--- src/rtl/seven_seg_scanner.sv ---
// Six-digit multiplexed 7-segment scanner: frame-shadowed BCD, anti-ghost blanking, leading-zero suppression.
// Latency: outputs registered, one cycle after the state they reflect; no backpressure (free-running scan).
module seven_seg_scanner #(
    parameter int         CLK_FREQ_HZ  = 50_000_000,
    parameter int         SCAN_HZ      = 1000,
    parameter int         BLANK_CYCLES = 64,
    parameter logic [5:0] DP_MASK      = 6'b010100
) (
    input  logic        clk,
    input  logic        rst,
    input  logic [23:0] bcd_data_in,
    input  logic        blank_en,
    output logic [5:0]  an_out,
    output logic [6:0]  seg_out,
    output logic        dp_out
);

    localparam int              TICK_DIV  = CLK_FREQ_HZ / SCAN_HZ;
    localparam int              PW        = $clog2(TICK_DIV);
    localparam logic [PW-1:0]   PRE_LAST  = PW'(TICK_DIV - 1);
    localparam logic [PW-1:0]   BLANK_END = PW'(BLANK_CYCLES);
    localparam logic [7:0]      DP_EXT    = {2'b00, DP_MASK};

    logic [PW-1:0] pre_q, pre_d;
    logic [2:0]    idx_q, idx_d;
    logic [23:0]   shadow_q, shadow_d;
    logic [5:0]    an_q, an_d;
    logic [6:0]    seg_q, seg_d;
    logic          dp_q, dp_d;

    logic [3:0]    digit [8];
    logic [7:0]    zero_from;
    logic          run_zero;
    logic [3:0]    cur_digit;
    logic          lz_blank;

    function automatic logic [6:0] decode(input logic [3:0] d);
        logic [6:0] s;
        case (d)
            4'd0:    s = 7'b1000000;
            4'd1:    s = 7'b1111001;
            4'd2:    s = 7'b0100100;
            4'd3:    s = 7'b0110000;
            4'd4:    s = 7'b0011001;
            4'd5:    s = 7'b0010010;
            4'd6:    s = 7'b0000010;
            4'd7:    s = 7'b1111000;
            4'd8:    s = 7'b0000000;
            4'd9:    s = 7'b0010000;
            default: s = 7'b0111111;
        endcase
        return s;
    endfunction

    always_comb begin
        pre_d    = pre_q;
        idx_d    = idx_q;
        shadow_d = shadow_q;
        if (pre_q == '0 && idx_q == 3'd0) begin
            shadow_d = bcd_data_in;
        end
        if (pre_q == PRE_LAST) begin
            pre_d = '0;
            idx_d = (idx_q == 3'd5) ? 3'd0 : idx_q + 3'd1;
        end else begin
            pre_d = pre_q + PW'(1);
        end
    end

    // zero_from[k] is set when digit k and every digit above it are zero;
    // slots 6 and 7 are padding so the index never selects outside the array.
    always_comb begin
        for (int k = 0; k < 6; k++) begin
            digit[k] = shadow_q[4*k +: 4];
        end
        digit[6] = 4'd0;
        digit[7] = 4'd0;
        run_zero = 1'b1;
        zero_from = '0;
        for (int k = 7; k >= 0; k--) begin
            run_zero     = run_zero & (digit[k] == 4'd0);
            zero_from[k] = run_zero;
        end
    end

    assign cur_digit = digit[idx_q];
    assign lz_blank  = blank_en && (idx_q >= 3'd2) && zero_from[idx_q];

    always_comb begin
        an_d  = 6'h3F;
        seg_d = 7'h7F;
        dp_d  = 1'b1;
        if (pre_q >= BLANK_END) begin
            an_d  = ~(6'b000001 << idx_q);
            seg_d = lz_blank ? 7'h7F : decode(cur_digit);
            dp_d  = ~DP_EXT[idx_q];
        end
    end

    always_ff @(posedge clk or posedge rst) begin
        if (rst) begin
            pre_q    <= '0;
            idx_q    <= 3'd0;
            shadow_q <= '0;
            an_q     <= 6'h3F;
            seg_q    <= 7'h7F;
            dp_q     <= 1'b1;
        end else begin
            pre_q    <= pre_d;
            idx_q    <= idx_d;
            shadow_q <= shadow_d;
            an_q     <= an_d;
            seg_q    <= seg_d;
            dp_q     <= dp_d;
        end
    end

    assign an_out  = an_q;
    assign seg_out = seg_q;
    assign dp_out  = dp_q;

endmodule

--- config.mk ---
export PLATFORM = sky130hd
export DESIGN_NAME = seven_seg_scanner
export DESIGN_NICKNAME = d
export VERILOG_FILES = /design/src/rtl/seven_seg_scanner.sv
export SDC_FILE = /design/constraint.sdc
export NUM_CORES = 1
export LEC_CHECK = 0
export CAP_MARGIN = 20
export CORE_ASPECT_RATIO = 0.6
export CORE_MARGIN = 4
export CORE_UTILIZATION = 40
export DETAILED_ROUTE_END_ITERATION = 16
export SYNTH_ARGS = -nofsm -noshare
export SYNTH_HDL_FRONTEND = slang
export SYNTH_SLANG_ARGS = --single-unit
export TNS_END_PERCENT = 20
--- constraint.sdc ---
create_clock -name clk -period 3.95 [get_ports clk]
set_input_delay 1.185 -clock clk [delete_from_list [all_inputs] [get_ports clk]]
set_output_delay 1.185 -clock clk [all_outputs]
set_load 0.005 [all_outputs]
## Word-level counts from Yosys, hierarchy flattened

Memory sizes are Yosys's and may differ from the RTL's.
Index checks and enable logic that the tools add are counted.

- Flip-flop bits (word level): 57
- Memory bits (read-only): 120
- Output and inout bits: 14
- Memories kept: 2

Memories:

| name | words | width | read ports | clocked after memory_dff | write ports | line | source |
|---|---|---|---|---|---|---|---|
| (no name shown) | 16 | 7 | 1 | 0 | 0 | 39 | `case (d)` |
| (no name shown) | 8 | 1 | 1 | 0 | 0 | 96 | `dp_d = ~DP_EXT[idx_q];` |

- $add $sub $neg: 2
- $lt $le $gt $ge: 4
- Eq/ne operators: 2
- Shift operators: 1
- Multiplexer cells: 12
- Bitwise operators: 8
- Reduce and logical (&&, ||, !) cells: 11

Operators with widths:

| operator | count |
|---|---|
| logical NOT 4 bit | 6 |
| adder 16 x 1 -> 16 bit (second input constant) | 1 |
| equality test 16 bit (second input constant) | 1 |
| >= comparator 16 x 7 -> 1 bit (second input constant) | 1 |
| logical NOT 16 bit | 1 |
| 2-to-1 mux 16 bit | 1 |
| 2-to-1 mux 7 bit | 2 |
| binary-select mux 4 bit (select 3 bit) | 1 |
| 2-to-1 mux 4 bit | 2 |
| 2-to-1 mux 6 bit | 1 |
| inverter 6 bit | 1 |
| << shifter 1 x 3 -> 6 bit (first input constant) | 1 |
| bitwise AND 1 bit | 5 |
| >= comparator 4 bit (second input constant) | 1 |
| < comparator 3 x 4 -> 1 bit (second input constant) | 1 |
| inverter 3 -> 4 bit | 1 |
| adder 3 x 1 -> 3 bit (second input constant) | 1 |
| binary-select mux 1 bit (select 3 bit) | 1 |
| equality test 3 bit (second input constant) | 1 |
| >= comparator 3 x 2 -> 1 bit (second input constant) | 1 |
| logical AND 1 bit | 3 |
| logical NOT 3 bit | 1 |
| 2-to-1 mux 1 bit | 3 |
| 2-to-1 mux 3 bit | 1 |
| inverter 1 bit | 1 |

## Longest topological paths before layout

Gate-level depths: netlist of the first run.

- Depth in word-level cells: 11
- Depth in mapped cells: 10
- Depth with buffers taken out: 8

## Least setup slack after synthesis of the first run

OpenSTA, ideal clock, no wires.

- Kind: reg-to-reg
- Start point: reg idx_q[0]
- End point: reg seg_q[4] (netlist: seg_out[4])
- Setup time: 0.089 ns
- Arrival: 2.145 ns
- Path slack: 1.717 ns
- Stages on the path, launching flop included: 11
- Buffers on the path: 2
- Period minus slack after synthesis: 2.233 ns
- Cell sequence: dfrtp_1 buf_2 buf_2 mux2_2 a22oi_1 a21boi_0 ha_1 nand3_1 nand3_1 a211o_1 o211ai_1

- Word-level cells in the longest chain between the ends: 7

Ends and longest elaborated chain:

| what | line | source |
|---|---|---|
| start: declaration | 25 | `logic [2:0] idx_q, idx_d;` |
| start signal: assignment | 110 | `idx_q <= idx_d;` |
| inverter 3 -> 4 bit (not written as such) | 86 | `assign cur_digit = digit[idx_q];` |
| binary-select mux 4 bit (select 3 bit) | 86 |  |
| 2-to-1 mux 4 bit (not written as such) (2 in a row) | 86 |  |
| memory (16 x 7 bit) | -- |  |
| 2-to-1 mux 7 bit (*) | 95 | `seg_d = lz_blank ? 7'h7F : decode(cur_digit);` |
| 2-to-1 mux 7 bit (*) | 93 | `if (pre_q >= BLANK_END) begin` |
| net seg_d[4] | 28 | `logic [6:0] seg_q, seg_d;` |
| end signal: assignment | 113 | `seg_q <= seg_d;` |
| end: declaration | 28 |  |

Mark *: on every way through the listed nets, which the timed path passes. The rest lies on a longest branch. The select of a mux whose other input is x is not followed.
A chain may end at the register's enable or synchronous reset.

## Worst setup path in the final report of the first run

Ends and elaborated chain as after synthesis.

==> key figures, run 1 <==
Outcome
  – Outcome: completed

Synth
  – Count of cell types in the netlist: 38
  – Synthesized flop and latch total: 57
  – FFs w/ async S/R, synth: 100%
  – Syn_nets: 271
  – Ys Warns: 0
  – Post-synth EDFFs: 0
  – Mapped Cells: 236
  – Register area share after synthesis: about half
  – Synth Area per Inst: ~12 sq um
  – Ys flop type: dfrtp_1
  – Mapped Area: 2850 sq um

Placement
  – Final GP Congestion: 0.806
  – Final HPWL DP: 4140 um
  – Placed Instance Area: 3300 sq um
  – Placed cells: 356
  – PortBufs: 40

Setup path
  – Critical Path Most Common Cell: nand3_1
  – Slowest cell on crit path: dfrtp_1
  – Critical Path RT: 4200 ps
  – Critical Path AT: 3120 ps
  – Crit end category: register
  – CP max FO: 23
  – R2R Path End: seg_out[4]$_DFF_PP1_
  – Reg2reg start: idx_q[0]$_DFFE_PP0N_
  – Crit path kind: reg -> reg
  – R2R setup slack: 1080 ps
  – WP buf/inv: 0
  – CP Cell Sequence: mux2_2, a22oi_1, a21boi_0, ha_1, nand3_1, nand3_1, a211o_1, o211ai_1
  – Crit path launch type: register
  – Worst stage delay on the critical path: 930 ps
  – Reg2Reg Depth: 8
  – Top delay family on crit path: flip-flops

Floorplan
  – Initial core utilization: around two fifths
  – Core Region: 6790 sq um
  – Rows: 23
  – Die area: 8570 sq um
  – DIE WIDTH: 117 um
  – Ports: 41
  – Die height: 73.3 um

Power
  – Peak supply drop: 0.159 mV
  – Total power: between 1 and 1.5 mW
  – Leakage Power: roughly 1.6 nW
  – Pwr dens: 412 nW/um^2

Timing
  – FMAX: 0.348 GHz
  – Clock skew: 9.30 ps
  – Fin. max-slew vios: 0
  – Rel. slew slack: between 30% and 40%
  – Final Cycle Share: approximately 73%
  – Unrepaired setup endpoints after global routing: no
  – Final worst path period need: 2870 ps
  – Tightest Pin Transition: 902 ps
  – Final Hold Fails: 0
  – Setup violators final: 0
  – Total Neg Setup Slack: 0 ps

Final layout
  – Fin nets: roughly 320
  – Final Core Density: 53.6%
  – Diodes inserted: 0
  – Fraction of layout cells with a size suffix above 1: 23.1%
  – Final Non-Filler Cells: approximately 370
  – Synth-to-Final Area Change: 27.9%
  – Fin area: around 3600 sq um

Detailed routing
  – # DRC: 0
  – Via count: roughly 1.9k
  – TritonRoute pass-1 iters: 4
  – Drt via density: 4.98
  – Avg WL per Cell: ~16 um
  – Antenna viol nets, final: 0
  – Post-Route WL: between 5000 and 6000 um
  – Initial DRC Count: 110

Global routing
  – Total GRT Usage: 15.4%
  – Initial antenna violation count: 0
  – First-pass GRT wire length: 9890 um
  – Largest net degree at the start of global routing: 47
  – GRT overflow: 0
  – Number of global-route vias before repair: 1,889

Worst hold path
  – Hold Crit Depth: 1
  – Hold EP: pre_q[12]$_DFF_PP0_
  – Tightest Hold Check Type: reg -> reg
  – Hold Path Origin: pre_q[12]$_DFF_PP0_

CTS
  – Later-pin clock latency in the skew report: 330 ps
  – Post-cts resize count: 0
  – CTS tree: built
  – CTS root buffer: clkbuf_16
  – Clock buffer count from CTS: 9
  – Worst-path clk slew: ~50 ps
  – H-tree Lvls: 3
  – # hold bufs at CTS: 0
  – Clk buf depth: 2
  – # Post-CTS Setup Buffers: 0
  – # clock sinks: 57

Job
  – Max-cap violation count: 0
-- state kept, by name, indices dropped and copies added (netlist names) --
register  count
an_out        6
seg_out       7
dp_out        1
pre_q        16
shadow_q     24
idx_q         3
-- power breakdown --
| part | leakage, nW | internal [mW] | switching [mW] | total (mW) |
|---|---|---|---|---|
| registers | 0.678 | 0.598 | 0.0107 | 0.609 |
| clock network | 0.159 | 0.555 | 0.253 | 0.808 |
| logic | 0.721 | 0.0498 | 0.0318 | 0.0816 |
-- final cells by class --
type                    count  area (sq um)
clock inverters             2          35.0
fillers                   588          3150
well taps                  87           109
flip-flops and latches     57          1440
inverters                   7          26.3
multi-input cells         163          1310
clock buffers              14           284
repair buffers             43           435
-- cell families (layout without fill, tap and decap cells) --
| logic type | Yosys count | in the layout | synth area share (%) |
|---|---|---|---|
| compound gates | 28 | 28 | 6.73 |
| xor+xnor | 14 | 14 | 4.31 |
| fa+ha+maj | 8 | 8 | 3.52 |
| mux | 37 | 37 | 17.1 |
| flops | 57 | 57 | 50.7 |
| simple gates | 76 | 76 | 14.0 |
| buf+inv | 16 | 66 | 3.60 |
-- cells in the final DEF (no fill, tap or decap), types with 3 or more instances in the layout --
cell type / Yosys / routed
clkdlybuf4s50_1: 0 / 40
nor2b_1: 4 / 4
xor2_1: 8 / 8
o21ai_0: 9 / 9
nand2_1: 16 / 16
dfstp_2: 14 / 14
and2_1: 6 / 6
nand4_1: 3 / 3
a22oi_1: 4 / 4
clkbuf_8: 0 / 4
nand3_1: 17 / 17
mux2i_1: 7 / 7
mux2_2: 9 / 9
xnor2_1: 6 / 6
nor2_1: 14 / 14
and3_1: 4 / 4
a21o_1: 4 / 4
o211ai_1: 3 / 3
nor4_1: 5 / 4
ha_1: 8 / 8
dfrtp_1: 43 / 43
inv_1: 7 / 6
mux2_4: 21 / 21
clkbuf_16: 0 / 9
-- worst max path at each step --
stage,start,cells past startpoint,to
6_report,idx_q[0]$_DFFE_PP0N_,8,seg_out[4]$_DFF_PP1_
5_1_grt,idx_q[0]$_DFFE_PP0N_,7,seg_out[6]$_DFF_PP1_
4_1_cts,idx_q[0]$_DFFE_PP0N_,8,seg_out[4]$_DFF_PP1_
3_5_place_dp,idx_q[0]$_DFFE_PP0N_,8,seg_out[4]$_DFF_PP1_
3_3_place_gp,idx_q[0]$_DFFE_PP0N_,4,seg_out[1]$_DFF_PP1_
2_1_floorplan,rst,1,idx_q[0]$_DFFE_PP0N_
-- through the flow --
step	setup slack [ps]	hold slack, ps
2_1_floorplan	1390	456
3_3_place_gp	1240	485
3_5_place_dp	1110	490
4_1_cts	1080	501
5_1_grt	812	530
6_report	1080	495
-- synth_stat cells (4+ instances only) --
cell type / count / area [sq um]
and3_1: 4 / 25.0
mux2i_1: 7 / 70.1
mux2_2: 9 / 101
nor2b_1: 4 / 25.0
nor4_1: 5 / 31.3
nand3_1: 17 / 85.1
a21o_1: 4 / 30.0
dfstp_2: 14 / 368
mux2_4: 21 / 315
a22oi_1: 4 / 30.0
o21ai_0: 9 / 45.0
inv_1: 7 / 26.3
clkbuf_1: 4 / 15.0
ha_1: 8 / 100
xnor2_1: 6 / 52.6
and2_1: 6 / 37.5
xor2_1: 8 / 70.1
dfrtp_1: 43 / 1080
nor2_1: 14 / 52.6
nand2_1: 16 / 60.1
-- per-layer routing --
metal  share of wire, %  vias up  track usage (%)
met4                1.6        0             5.73
li1                   -      924                -
met3                5.9        8             6.26
met5                  0        -                0
met2                 36       46             18.1
met1                 57      881             24.3
Power figures use the tool's default switching activity.
==> run 2: changes to the inputs <==
clock period = 2.6 ns   (was 3.95 ns; I/O delays follow)
==> run 2 against run 1 <==
Flip-flop and latch count did not move. Non-clock buffer count rose by 7. Via count rose by 4.4%. Clock power rose by 52%. Critical path depth fell by 3. Register-to-register slack got worse by 760 ps. Critical endpoint is now shadow_q[22]$_DFFE_PP0P_. Largest cell class unchanged. Highest routed layer unchanged.
==> key figures, run 2 (synthesis results as in run 1) <==
CTS
  – H-tree Lvls: 3 (unchanged)
  – Worst-path clk slew: 50 ps (about the same)
  – Post-cts resize count: 0 (unchanged)
  – # clock sinks: 57 (unchanged)
  – # Post-CTS Setup Buffers: 0 (unchanged)
  – CTS root buffer: clkbuf_16
  – Clk buf depth: 2 (unchanged)
  – Later-pin clock latency in the skew report: 330 ps (about the same)
  – CTS tree: built
  – # hold bufs at CTS: 0 (unchanged)
  – Clock buffer count from CTS: 9 (unchanged)

Final layout
  – Diodes inserted: 0 (unchanged)
  – Synth-to-Final Area Change: 30.2%
  – Fraction of layout cells with a size suffix above 1: 24.9% (+1.8 points)
  – Max reg flops: 24 (unchanged)
  – Commonest non-fill, non-tap cell in the layout: dfrtp_1
  – Final Core Density: 54.6% (+0.96 points)
  – Most frequent cells in the layout: dfrtp_1 (43), clkdlybuf4s50_1 (40), mux2_4 (21)
  – Fin nets: 323 (+2.2%)
  – Most flop-heavy register: shadow_q

Timing
  – FMAX: 0.439 GHz (+26%)
  – Unrepaired setup endpoints after global routing: no
  – Rel. slew slack: 64.9% (+25 points)
  – Total Neg Setup Slack: 0 ps (unchanged)
  – Final Hold Fails: 0 (unchanged)
  – Hold WS: 481 ps (-13.2 ps)
  – Clock skew: 6.52 ps (-2.77 ps)
  – Final Cycle Share: 87.7% (+15 points)
  – Setup violators final: 0 (unchanged)
  – Tightest Pin Transition: 525 ps (-377 ps)
  – Final worst path period need: 2280 ps (-594 ps)
  – Fin. max-slew vios: 0 (unchanged)
  – Worst setup margin: 321 ps (-756 ps)

Setup path
  – Crit path kind: reg -> reg
  – Critical Path RT: 2800 ps (-1400 ps)
  – Critical Path AT: 2480 ps (-640 ps)
  – Crit end category: register
  – Reg2Reg Depth: 5 (-3)
  – Reg2reg start: pre_q[6]$_DFF_PP0_
  – Crit path launch type: register
  – CP max FO: 24 (+4.3%)
  – Critical path startpoint: pre_q[6]$_DFF_PP0_

Global routing
  – Number of global-route vias before repair: 1,884 (-0.26%)
  – Largest net degree at the start of global routing: 58 (+23%)
  – Total GRT Usage: 15.2% (-0.20 points)
  – GRT overflow: 0 (unchanged)
  – First-pass GRT wire length: 9690 um (-2.0%)
  – Initial antenna violation count: 0 (unchanged)

Detailed routing
  – Met2 wire length: 2140 um (+1.3%)
  – Met3 wire length: 348 um (-0.85%)
  – Drt via density: 5.11 (+2.5%)
  – TritonRoute pass-1 iters: 7 (+3)
  – Avg WL per Cell: 15.3 um (-3.5%)
  – Initial DRC Count: 107 (-2.7%)
  – DR top layer: met4
  – Via count: 1,941 (+4.4%)
  – Antenna viol nets, final: 0 (unchanged)
  – Post-Route WL: 5830 um (-1.7%)
  – # DRC: 0 (unchanged)
  – Wire length on met1: 3200 um (-5.0%)

Placement
  – Final HPWL DP: 4160 um (+0.53%)
  – Final GP Congestion: 0.800 (-0.73%)
  – Pre-CTS WS: 316 ps (-796 ps)
  – PortBufs: 40 (unchanged)

Floorplan
  – Initial core utilization: 41.9% (unchanged)
  – Rows: 23 (unchanged)
  – DIE WIDTH: 117 um (unchanged)
  – Die area: 8570 sq um (unchanged)
  – Die height: 73.3 um (unchanged)
  – Core Region: 6790 sq um (unchanged)
  – Ports: 41 (unchanged)

Worst hold path
  – Hold Crit Depth: 1 (unchanged)
  – Tightest Hold Check Type: reg -> reg
  – Hold Path Origin: pre_q[12]$_DFF_PP0_

Power
  – Pint: 1.83 mW (+52%)
  – NetSw: 0.447 mW (+51%)
  – Switch share: 19.6% (-0.099 points)
  – Peak supply drop: 0.318 mV (+99%)
  – Comb power frac: 5.5% (about the same)
  – Pwr dens: 614 nW/um^2 (+49%)
  – Total power: 2.28 mW (+52%)
  – Clock power frac: 53.9% (about the same)
  – Reg power frac: 40.7% (about the same)
  – Leakage Power: 1.60 nW (+2.5%)

Outcome
  – Outcome: completed

Job
  – Max-cap violation count: 0 (unchanged)
run 2: changes by cell type in the layout (fill, tap and decap cells not counted):
cell / previous run / this run
buf_4: 2 / 8
buf_12: 1 / 2
run 2: worst paths after layout:
kind,to,slack (ps)
max,shadow_q[22]$_DFFE_PP0P_,320
min,pre_q[12]$_DFF_PP0_,480
max reg2reg,shadow_q[22]$_DFFE_PP0P_,320
min reg2reg,pre_q[12]$_DFF_PP0_,480
max in group asynchronous,seg_out[1]$_DFF_PP1_,1480
min in group asynchronous,pre_q[13]$_DFF_PP0_,840
run 2: through the flow:
stage          cells  instance area (sq um)
5_1_grt          380                   3700
2_1_floorplan    236                   2850
3_3_place_gp     364                   3390
6_report         380                   3700
4_1_cts          380                   3700
3_5_place_dp     364                   3390
run 2: layer usage:
| layer | track usage, % | up-vias |
|---|---|---|
| li1 | - | 935 |
| met1 | 23.4 | 941 |
| met2 | 17.8 | 52 |
| met3 | 5.68 | 13 |
| met4 | 8.02 | 0 |
| met5 | 0 | - |
run 2: power groups by stage:
stage / combinational [mW] / clock, mW / sequential, mW
2_1_floorplan: 0.0650 / 0 / 0.932
3_3_place_gp: 0.125 / 0 / 0.938
3_5_place_dp: 0.126 / 0 / 0.938
4_1_cts: 0.127 / 1.26 / 0.925
5_1_grt: 0.137 / 1.31 / 0.927
6_report: 0.125 / 1.23 / 0.926
run 2: critical path: stages, from the launching register on:
cell,delay (ps)
dfrtp_1,420
or4_1,510
or3_1,480
nor2_8,170
buf_12,210
mux2_2,360
run 2: cell type report:
| cell class | count | area (sq um) |
|---|---|---|
| Fill cell | 598 | 3090 |
| Sequential cell | 57 | 1440 |
| Inverter | 7 | 26.3 |
| Timing Repair Buffer | 50 | 500 |
| Clock buffer | 14 | 284 |
| Tap cell | 87 | 109 |
| Multi-Input combinational cell | 163 | 1310 |
| Clock inverter | 2 | 35.0 |
